### src/rtl/hyper_read_packer_if.sv
// Halfword-in / packed-word-out stream bundle of the HyperBus read packer.
// The slave modport is the packer's view; the master modport is the FIFO/consumer side.
interface hyper_read_packer_if;
    logic        in_valid_i;
    logic [15:0] in_data_i;
    logic        in_ready_o;
    logic        out_valid_o;
    logic [31:0] out_data_o;
    logic [3:0]  out_strb_o;
    logic        out_last_o;
    logic        out_ready_i;

    modport slave (
        input  in_valid_i,
        input  in_data_i,
        input  out_ready_i,
        output in_ready_o,
        output out_valid_o,
        output out_data_o,
        output out_strb_o,
        output out_last_o
    );

    modport master (
        output in_valid_i,
        output in_data_i,
        output out_ready_i,
        input  in_ready_o,
        input  out_valid_o,
        input  out_data_o,
        input  out_strb_o,
        input  out_last_o
    );
endinterface

### src/rtl/hyper_read_packer.sv
// Packs the HyperBus read halfword stream into 32-bit words with byte strobes and a last flag.
// Optional inactivity abort is built when HYPER_READ_TIMEOUT_EN is defined.
module hyper_read_packer #(
    parameter int CNT_W = 16,
    parameter int TO_W  = 16
) (
    input  logic                 clk0,
    input  logic                 rst_ni,
    input  logic                 start_i,
    input  logic [CNT_W-1:0]     len_i,
    input  logic                 half_offset_i,
    input  logic [TO_W-1:0]      cfg_timeout_i,
    hyper_read_packer_if.slave   bus,
    output logic                 busy_o,
    output logic                 done_o,
    output logic                 timeout_o
);

    typedef enum logic [1:0] {
        IDLE    = 2'd0,
        COLLECT = 2'd1,
        DRAIN   = 2'd2
    } state_e;

    state_e            state_q;
    logic [CNT_W-1:0]  rem_q;
    logic              pos_q;
    logic              loVld_q;
    logic [15:0]       accLo_q;
    logic              outValid_q;
    logic [31:0]       outData_q;
    logic [3:0]        outStrb_q;
    logic              outLast_q;
    logic              done_q;

    logic              outFree;
    logic              inReady;
    logic              accept;
    logic              emitValid_d;
    logic [31:0]       emitData_d;
    logic [3:0]        emitStrb_d;
    logic              emitLast_d;

`ifdef HYPER_READ_TIMEOUT_EN
    logic [TO_W-1:0]   idleCnt_q;
    logic              timeout_q;
    logic              abort_d;
`else
    logic              unusedCfg;
    assign unusedCfg = ^cfg_timeout_i;
`endif

    // The output register may be reloaded on the same edge its word is taken.
    assign outFree = !outValid_q || bus.out_ready_i;

    always_comb begin
        inReady = 1'b0;
        case (state_q)
            IDLE:    inReady = 1'b1;
            COLLECT: inReady = outFree;
            default: inReady = 1'b0;
        endcase
    end

    assign accept = (state_q == COLLECT) && bus.in_valid_i && inReady;

    always_comb begin
        emitValid_d = 1'b0;
        emitData_d  = 32'h0;
        emitStrb_d  = 4'b0000;
        emitLast_d  = 1'b0;
`ifdef HYPER_READ_TIMEOUT_EN
        abort_d     = 1'b0;
`endif
        if (accept) begin
            if (pos_q) begin
                emitValid_d = 1'b1;
                emitData_d  = {bus.in_data_i, loVld_q ? accLo_q : 16'h0};
                emitStrb_d  = {2'b11, loVld_q, loVld_q};
                emitLast_d  = (rem_q == CNT_W'(1));
            end else if (rem_q == CNT_W'(1)) begin
                emitValid_d = 1'b1;
                emitData_d  = {16'h0, bus.in_data_i};
                emitStrb_d  = 4'b0011;
                emitLast_d  = 1'b1;
            end
        end
`ifdef HYPER_READ_TIMEOUT_EN
        // An abort flushes whatever low half is pending, but only once the output slot is free.
        else if ((state_q == COLLECT) && (cfg_timeout_i != '0) &&
                 (idleCnt_q >= cfg_timeout_i) && outFree) begin
            abort_d     = 1'b1;
            emitValid_d = 1'b1;
            emitData_d  = loVld_q ? {16'h0, accLo_q} : 32'h0;
            emitStrb_d  = loVld_q ? 4'b0011 : 4'b0000;
            emitLast_d  = 1'b1;
        end
`endif
    end

    always_ff @(posedge clk0 or negedge rst_ni) begin
        if (!rst_ni) begin
            state_q    <= IDLE;
            rem_q      <= '0;
            pos_q      <= 1'b0;
            loVld_q    <= 1'b0;
            accLo_q    <= 16'h0;
            outValid_q <= 1'b0;
            outData_q  <= 32'h0;
            outStrb_q  <= 4'b0000;
            outLast_q  <= 1'b0;
            done_q     <= 1'b0;
`ifdef HYPER_READ_TIMEOUT_EN
            idleCnt_q  <= '0;
            timeout_q  <= 1'b0;
`endif
        end else begin
            done_q <= 1'b0;

            if (outValid_q && bus.out_ready_i) begin
                outValid_q <= 1'b0;
            end
            if (emitValid_d) begin
                outValid_q <= 1'b1;
                outData_q  <= emitData_d;
                outStrb_q  <= emitStrb_d;
                outLast_q  <= emitLast_d;
            end

            case (state_q)
                IDLE: begin
                    if (start_i) begin
`ifdef HYPER_READ_TIMEOUT_EN
                        timeout_q <= 1'b0;
                        idleCnt_q <= '0;
`endif
                        if (len_i == '0) begin
                            done_q <= 1'b1;
                        end else begin
                            state_q <= COLLECT;
                            rem_q   <= len_i;
                            pos_q   <= half_offset_i;
                            loVld_q <= 1'b0;
                        end
                    end
                end

                COLLECT: begin
                    if (accept) begin
                        rem_q <= rem_q - CNT_W'(1);
                        if (!pos_q) begin
                            if (rem_q != CNT_W'(1)) begin
                                accLo_q <= bus.in_data_i;
                                loVld_q <= 1'b1;
                                pos_q   <= 1'b1;
                            end
                        end else begin
                            loVld_q <= 1'b0;
                            pos_q   <= 1'b0;
                        end
                    end
`ifdef HYPER_READ_TIMEOUT_EN
                    if (accept) begin
                        idleCnt_q <= '0;
                    end else if (idleCnt_q != '1) begin
                        idleCnt_q <= idleCnt_q + TO_W'(1);
                    end
                    if (abort_d) begin
                        timeout_q <= 1'b1;
                        loVld_q   <= 1'b0;
                    end
`endif
                    if (emitValid_d && emitLast_d) begin
                        state_q <= DRAIN;
                    end
                end

                DRAIN: begin
                    if (outValid_q && bus.out_ready_i) begin
                        state_q <= IDLE;
                        done_q  <= 1'b1;
                    end
                end

                default: state_q <= IDLE;
            endcase
        end
    end

    assign bus.in_ready_o  = inReady;
    assign bus.out_valid_o = outValid_q;
    assign bus.out_data_o  = outData_q;
    assign bus.out_strb_o  = outStrb_q;
    assign bus.out_last_o  = outLast_q;
    assign busy_o          = (state_q != IDLE);
    assign done_o          = done_q;
`ifdef HYPER_READ_TIMEOUT_EN
    assign timeout_o       = timeout_q;
`else
    assign timeout_o       = 1'b0;
`endif

endmodule

### src/flat_wrapper.sv
// flat-port wrapper written by rule: the top's interface ports become plain ports
module hyper_read_packer_flat 
#(
    parameter int CNT_W = 16,
    parameter int TO_W  = 16
)
  (clk0, rst_ni, start_i, len_i, half_offset_i, cfg_timeout_i, busy_o, done_o, timeout_o, bus_in_valid_i, bus_in_data_i, bus_out_ready_i, bus_in_ready_o, bus_out_valid_o, bus_out_data_o, bus_out_strb_o, bus_out_last_o);
  hyper_read_packer_if bus_i ();
  input  logic clk0;
  input  logic rst_ni;
  input  logic start_i;
  input  logic [CNT_W-1:0] len_i;
  input  logic half_offset_i;
  input  logic [TO_W-1:0] cfg_timeout_i;
  output logic busy_o;
  output logic done_o;
  output logic timeout_o;
  input wire logic [$bits(bus_i.in_valid_i)-1:0] bus_in_valid_i;
  input wire logic [$bits(bus_i.in_data_i)-1:0] bus_in_data_i;
  input wire logic [$bits(bus_i.out_ready_i)-1:0] bus_out_ready_i;
  output wire logic [$bits(bus_i.in_ready_o)-1:0] bus_in_ready_o;
  output wire logic [$bits(bus_i.out_valid_o)-1:0] bus_out_valid_o;
  output wire logic [$bits(bus_i.out_data_o)-1:0] bus_out_data_o;
  output wire logic [$bits(bus_i.out_strb_o)-1:0] bus_out_strb_o;
  output wire logic [$bits(bus_i.out_last_o)-1:0] bus_out_last_o;
  assign bus_i.in_valid_i = bus_in_valid_i;
  assign bus_i.in_data_i = bus_in_data_i;
  assign bus_i.out_ready_i = bus_out_ready_i;
  assign bus_in_ready_o = bus_i.in_ready_o;
  assign bus_out_valid_o = bus_i.out_valid_o;
  assign bus_out_data_o = bus_i.out_data_o;
  assign bus_out_strb_o = bus_i.out_strb_o;
  assign bus_out_last_o = bus_i.out_last_o;
  hyper_read_packer #(.CNT_W(CNT_W), .TO_W(TO_W)) u_core (.clk0(clk0), .rst_ni(rst_ni), .start_i(start_i), .len_i(len_i), .half_offset_i(half_offset_i), .cfg_timeout_i(cfg_timeout_i), .bus(bus_i), .busy_o(busy_o), .done_o(done_o), .timeout_o(timeout_o));
endmodule
### config.mk
export PLATFORM = sky130hd
export DESIGN_NAME = hyper_read_packer_flat
export DESIGN_NICKNAME = d
export VERILOG_FILES = /design/src/rtl/hyper_read_packer_if.sv /design/src/rtl/hyper_read_packer.sv /design/src/flat_wrapper.sv
export SDC_FILE = /design/constraint.sdc
export NUM_CORES = 1
export LEC_CHECK = 0
export BUFFER_PORTS_ARGS = -buffer_cell sky130_fd_sc_hd__buf_2
export CORE_MARGIN = 8
export CORE_UTILIZATION = 55
export CTS_BUF_LIST = sky130_fd_sc_hd__clkbuf_4 sky130_fd_sc_hd__clkbuf_8
export CTS_CLUSTER_DIAMETER = 50
export CTS_CLUSTER_SIZE = 16
export DETAILED_ROUTE_END_ITERATION = 7
export PLACE_DENSITY = 0.87
export SETUP_SLACK_MARGIN = 0.4
export SYNTH_ARGS = -nofsm -noshare
export SYNTH_HDL_FRONTEND = slang
export SYNTH_SLANG_ARGS = --single-unit
### constraint.sdc
create_clock -name clk0 -period 2.8 [get_ports clk0]
set_input_delay 0.28 -clock clk0 [delete_from_list [all_inputs] [get_ports clk0]]
set_output_delay 0.28 -clock clk0 [all_outputs]
set_load 0.005 [all_outputs]
==> results of run 1 <==
==> cell families after synthesis <==
logic type | share of synthesized area
other | 0.00104
flip-flops | 0.505
AO/OA/AOI/OAI | 0.210
multiplexers | 0.0941
adder cells (fa/ha/maj) | 0.00691
buffers and inverters | 0.0443
AND/OR/NAND/NOR | 0.139
==> path summary, 6_finish.rpt <==
path,from,end,slack (ns),cells after the start
worst max register to register,u_core.rem_q[1],u_core.accLo_q[1],0.57,7
max in group asynchronous,rst_ni,u_core.bus.out_data_o[3],2.15,1
worst min register to register,u_core.bus.out_last_o,u_core.bus.out_last_o,0.48,2
worst min-delay path,rst_ni,u_core.rem_q[0],0.03,1
worst max-delay path,u_core.rem_q[1],u_core.accLo_q[1],0.57,7
min in group clk0,bus_in_data_i[9],u_core.accLo_q[9],0.15,2
==> Yosys cell counts, drive strengths merged <==
master,number,share of area
o31a,2,0.0048
o22a,6,0.015
a21oi,19,0.026
nor3,12,0.017
nor4,7,0.014
nor2,17,0.018
inv,6,0.0062
o22ai,2,0.0035
o31ai,1,0.0021
nand2b,2,0.0035
o21ai,39,0.054
nor3b,2,0.0041
nand2,17,0.018
a211o,1,0.0024
or4b,1,0.0028
ha,2,0.0069
a22o,16,0.039
o21a,1,0.0021
and3,3,0.0052
or4,3,0.0062
nor2b,2,0.0035
a31oi,3,0.0052
a32oi,17,0.041
and2,18,0.031
o311ai,1,0.0045
a21o,1,0.0021
nand3b,1,0.0021
buf,11,0.020
o21ba,2,0.0055
nand3,3,0.0041
clkbuf,17,0.018
or3,5,0.0086
mux2,16,0.050
a21bo,1,0.0028
conb,1,0.0010
or3b,1,0.0024
mux2i,16,0.044
dfrtp,73,0.50
==> power by group through the flow <==
stage / registers, mW / clock network [mW] / logic [mW]
3_5_place_dp: 1.97 / 0 / 1.72
6_report: 1.98 / 0.846 / 1.72
5_1_grt: 2.04 / 0.904 / 1.93
3_3_place_gp: 1.93 / 0 / 1.64
2_1_floorplan: 1.86 / 0 / 1.16
4_1_cts: 1.96 / 0.855 / 1.74
==> flip-flops by register name, summed over array words and instances, names as in the netlist <==
name and cells:
u_core.accLo_q 16, u_core.bus.out_data_o 32, u_core.bus.out_last_o 1, u_core.bus.out_strb_o 2, u_core.bus.out_valid_o 1, u_core.done_o 1, u_core.loVld_q 1, u_core.pos_q 1
u_core.rem_q 16, u_core.state_q 2
==> layer usage <==
layer	track usage	wire, um	vias up
li1	-	-	1439
met1	0.233	3810	1586
met2	0.333	4760	113
met3	0.0541	612	20
met4	0.0970	238	0
met5	0	0	-
==> area by class of cell <==
| class | instances | area (um^2) | share of cell area |
|---|---|---|---|
| clock inverters | 7 | 78.8 | 0.0184 |
| multi-input cells | 241 | 1640 | 0.383 |
| clock buffers | 9 | 124 | 0.0288 |
| inverters | 6 | 22.5 | 0.00524 |
| well taps | 77 | 96.3 | 0.0224 |
| repair buffers | 92 | 502 | 0.117 |
| flip-flops and latches | 73 | 1830 | 0.425 |
==> worst register-to-register path: cells and delay by family, from the launching register on <==
kind                     cells  cell delay [ns]
flip-flops                   1             0.43
AND/OR/NAND/NOR              3             0.84
adder cells (fa/ha/maj)      1             0.13
multiplexers                 1             0.37
buffers and inverters        2             0.34
==> through the flow <==
stage / cells / util / cell area [um^2] / power, mW
2_1_floorplan: 348 / - / 3620 / 3.02
6_report: 505 / 0.676 / 4290 / 4.55
3_3_place_gp: 486 / 0.640 / 4070 / 3.57
4_1_cts: 502 / 0.673 / 4270 / 4.56
3_5_place_dp: 486 / 0.640 / 4070 / 3.70
5_1_grt: 505 / 0.676 / 4290 / 4.87
==> repair_timing <==
| action | CTS | global route |
|---|---|---|
| setup endpoints to repair | 13 | 42 |
| endpoints found under the hold margin | 0 | 0 |
| buffers inserted | 0 | 3 |
| pin swaps | 0 | 1 |
| gates cloned | 0 | 0 |
| gates resized for setup | 1 | 0 |
==> summary.txt, run 1 <==
Power and ir drop
  – Combinational Power Share: 0.378
  – P_sw: 1.77 mW
  – Max IR drop VDD: roughly 0.62 mV
  – Clk pwr share: 0.186
  – Pwr Density: 1060 nW/um^2
  – LEAKAGE: 1.87 nW
  – Sw Ratio: 0.389
  – Sequential Power Share: 0.436
  – Int Power: roughly 2.8 mW

Setup path
  – Top cell family by delay on the critical path: simple AND/OR/NAND/NOR gates
  – Slowest cell delay on critical path: 0.49 ns
  – Buf/Inv on CP: 2
  – Critical path cell sequence: inv_1 > ha_1 > or4b_1 > nor4_4 > or3_1 > buf_4 > mux2_2
  – Slowest cell on the critical path: or4b_1
  – Max FO, Critical Path: 16
  – CP Capture Type: flop
  – Crit path required time: slightly above 3 ns
  – CP arrival: ~2.5 ns
  – Setup Crit Path Kind: flop to flop
  – Startpoint type of the worst setup path: flop

Route
  – Antenna viol nets, final: 0
  – DRC: 0
  – Vias: roughly 3,200
  – WL final: around 9400 um
  – Vias per cell: 6.25
  – Avg WL per Cell: 18.6 um
  – First-pass DRT Iterations: 5
  – Number of DRC markers in iteration 0: 232

Finish
  – Nets: approximately 480
  – Layout cells sized above 1: 0.283
  – Most frequent cells in the layout: buf_2 (77), dfrtp_1 (73), o21ai_0 (38)
  – Most common cell after layout, fill and taps aside: buf_2
  – Fillers: around 500
  – Area delta synth->final: 18.7%
  – N_diodes: 0

Yosys
  – Avg Inst Size Synth: about 10 um^2
  – Syn Std Cell Area: around 3600 um^2
  – Post-synth cell types: between 40 and 50
  – Yosys reg bits: 73
  – Syn Inst Count: 348
  – Syn. warnings: 0
  – Sequential area share after synthesis: 0.505
  – Post-Syn Nets: approximately 400

Placed design
  – Post-DP HPWL: roughly 6400 um
  – RePlAce Congestion: 0.850
  – IO Port Bufs: 78
  – Place WS: 0.357 ns

Worst hold path
  – Hold Path Class: primary input to asynchronous set/reset pin

Timing
  – Peak Freq: between 0.4 and 0.5 GHz
  – Worst Tran Pin Value: 0.942 ns
  – Crit path time final: ~2.2 ns
  – Final hold slack: about 0.033 ns
  – Final Hold Vio Count: 0
  – Slew Limit Fails: 0
  – RSZ-0062 raised after global routing: no
  – Final Worst Setup Slack: ~0.57 ns
  – Final count of negative-setup-slack endpoints: 0
  – Final setup TNS: 0 ns
  – Worst relative slew slack: 0.371
  – Tcrit/Tclk final: 0.798
  – Setup Skew: 0.0136 ns

Clock tree
  – Clock sinks: 73
  – Worst-path clk slew: 0.08 ns
  – Later-pin clock latency in the skew report: 0.36 ns
  – Root buffer cell: clkbuf_8
  – H-tree depth: 3
  – CTS Buffer Depth: 2
  – CTS tree: done
  – Hold-fix buffers, CTS: 0
  – CTS Buf Count: 9

Global route
  – Vias in the first global route: approximately 3,200
  – Largest net degree at the start of global routing: 74
  – Global-route wire length before repair: 15,700 um
  – Total congestion overflow: 0
  – Antenna violations before repair: 0
  – Tot GR Track Use: 0.200

Run status
  – Status: completed

Floorplanning
  – Die W: 97.1 um
  – Core ar.: roughly 6300 um^2
  – I/O Pins: 96
  – Die ar.: around 9400 um^2
  – Die height: around 97 um
  – FP Rows: 29
  – Initial Util: 0.570

Flow run
  – MaxCap Viol Count: 0
Note: power is estimated with default switching activity, not from simulation.
==> inputs of run 2 (changes only) <==
==> constraint.sdc (replaced) <==
create_clock -name clk0 -period 2.3 [get_ports clk0]
set_input_delay 0.23 -clock clk0 [delete_from_list [all_inputs] [get_ports clk0]]
set_output_delay 0.23 -clock clk0 [all_outputs]
set_load 0.005 [all_outputs]
==> run 2 against run 1 <==
  * Combinational power up 64%
  * Largest power group is now combinational logic
  * Register-to-register slack worse by 0.38 ns
  * Largest cell class is now multi-input combinational cells
  * Sequential cell count unchanged
  * Die area unchanged
  * Critical endpoint is now u_core.bus.out_data_o[11]
==> summary.txt, run 2 (synthesis results as in run 1) <==
Finish
  – Fillers: 399 (-19%)
  – Final design utilization: 0.745 (+0.0684)
  – N_diodes: 0 (unchanged)
  – Layout cells sized above 1: 0.388 (+0.105)
  – Largest register FFs: 32 (unchanged)
  – Most common cell after layout, fill and taps aside: buf_2
  – Area delta synth->final: 30.7%
  – Most frequent cells in the layout: buf_2 (78), dfrtp_1 (72), o21ai_0 (27)
  – Nets: 497 (+3.8%)
  – Post-route cell area: 4730 um^2 (+10%)

Timing
  – Final Hold Vio Count: 0 (unchanged)
  – RSZ-0062 raised after global routing: yes
  – Peak Freq: 0.473 GHz (+5.6%)
  – Final count of negative-setup-slack endpoints: 0 (unchanged)
  – Final hold slack: 0.126 ns (+0.0928 ns)
  – Worst Tran Pin Value: 0.683 ns (-0.258 ns)
  – Worst relative slew slack: 0.544 (+0.174)
  – Slew Limit Fails: 0 (unchanged)
  – Setup Skew: 0.00950 ns (-0.00410 ns)
  – Tcrit/Tclk final: 0.920 (+0.122)
  – Crit path time final: 2.12 ns (-0.119 ns)
  – Final setup TNS: 0 ns (unchanged)

Global route
  – Largest net degree at the start of global routing: 37 (-50%)
  – Global-route wire length before repair: 17,000 um (+8.3%)
  – Vias in the first global route: 3,486 (+7.7%)
  – Tot GR Track Use: 0.220 (+0.0197)
  – Antenna violations before repair: 0 (unchanged)
  – Total congestion overflow: 0 (unchanged)

Power and ir drop
  – Max IR drop VDD: 0.753 mV (+21%)
  – Pwr Density: 1310 nW/um^2 (+24%)
  – LEAKAGE: 2.09 nW (+12%)

Clock tree
  – H-tree depth: 3 (unchanged)
  – Worst-path clk slew: 0.09 ns (about the same)
  – CTS Buffer Depth: 2 (unchanged)
  – CTS Buf Count: 9 (unchanged)
  – CTS tree: done
  – Clock sinks: 73 (unchanged)
  – Root buffer cell: clkbuf_8
  – Later-pin clock latency in the skew report: 0.36 ns (about the same)

Route
  – Number of DRC markers in iteration 0: 230 (-0.86%)
  – Antenna viol nets, final: 0 (unchanged)
  – Avg WL per Cell: 20.6 um (+10%)
  – Vias per cell: 6.35 (+1.5%)
  – First-pass DRT Iterations: 5 (unchanged)
  – WL final: 10,800 um (+14%)
  – Vias: 3,319 (+5.1%)
  – DRC: 0 (unchanged)

Floorplanning
  – Die height: 97.1 um (unchanged)
  – Core ar.: 6350 um^2 (unchanged)
  – Die ar.: 9430 um^2 (unchanged)
  – I/O Pins: 96 (unchanged)
  – FP Rows: 29 (unchanged)
  – Initial Util: 0.570 (unchanged)
  – Die W: 97.1 um (unchanged)

Placed design
  – Post-DP Area: 4180 um^2 (+2.7%)
  – RePlAce Congestion: 0.929 (+9.3%)
  – Post-DP HPWL: 6650 um (+4.5%)
  – IO Port Bufs: 78 (unchanged)

Worst hold path
  – Hold path startpoint: start_i
  – Hold Path Class: primary input to flop

Flow run
  – MaxCap Viol Count: 0 (unchanged)

Setup path
  – CP Capture Type: flop
  – Reg2reg start: u_core.rem_q[1]
  – Startpoint type of the worst setup path: flop
  – Crit path required time: 2.52 ns (-0.52 ns)
  – Max FO, Critical Path: 10 (-6)
  – Launch point of the worst path: u_core.rem_q[1]
  – Setup Crit Path Kind: flop to flop
  – CP arrival: 2.34 ns (-0.13 ns)

Run status
  – Status: completed
[run 2: metal layers]
metal	part of all wire	track usage	vias to the layer above
met3	0.068	0.0597	33
met4	0.037	0.112	0
li1	-	-	1483
met5	0	0	-
met2	0.49	0.358	180
met1	0.41	0.261	1623
[run 2: metrics by stage]
stage,setup WS [ns],power [mW],std cells
finish,0.184,6.21,523
global route,0.108,6.60,523
CTS,0.184,5.91,522
detailed placement,0.0103,4.62,495
global placement,0.129,4.46,495
floorplan,0.223,3.72,348
[run 2: what timing repair did]
action	CTS	global route
setup endpoints to repair	62	65
cloned	2	0
setup buffers	8	1
hold endpoints to repair	23	0
resized for setup	39	34
hold buffers	1	0
pin swaps	3	11
[run 2: path summary, 6_finish.rpt]
path	end	slack [ns]	depth (start not counted)
hold reg to reg	u_core.bus.out_data_o[20]	0.50	1
max in group asynchronous	u_core.accLo_q[4]	1.14	3
min in group asynchronous	u_core.bus.out_data_o[23]	0.42	2
setup reg to reg	u_core.bus.out_data_o[11]	0.18	8
setup / recovery	u_core.bus.out_data_o[11]	0.18	8
hold / removal	u_core.done_o	0.13	3
[run 2: final cells by class]
class	instances	area, um^2	share of cell area
timing repair buffer	110	733	0.155
clock buffer	9	124	0.0262
sequential	73	1830	0.387
inverter	6	25.0	0.00529
tap	77	96.3	0.0204
multi-input combinational	241	1860	0.394
clock inverter	7	58.8	0.0124
[run 2: critical path: stages, from the launching register on]
cell and delay, ns:
dfrtp_1 0.40, inv_2 0.08, ha_4 0.11, or4b_4 0.48, nor4_4 0.18, buf_4 0.19
buf_8 0.16, mux2i_1 0.25, o21ai_0 0.14
[run 2: where the power goes]
part | internal (mW) | switching [mW] | total (mW)
logic | 1.44 | 1.38 | 2.82
clock network | 0.408 | 0.542 | 0.949
registers | 1.88 | 0.565 | 2.44
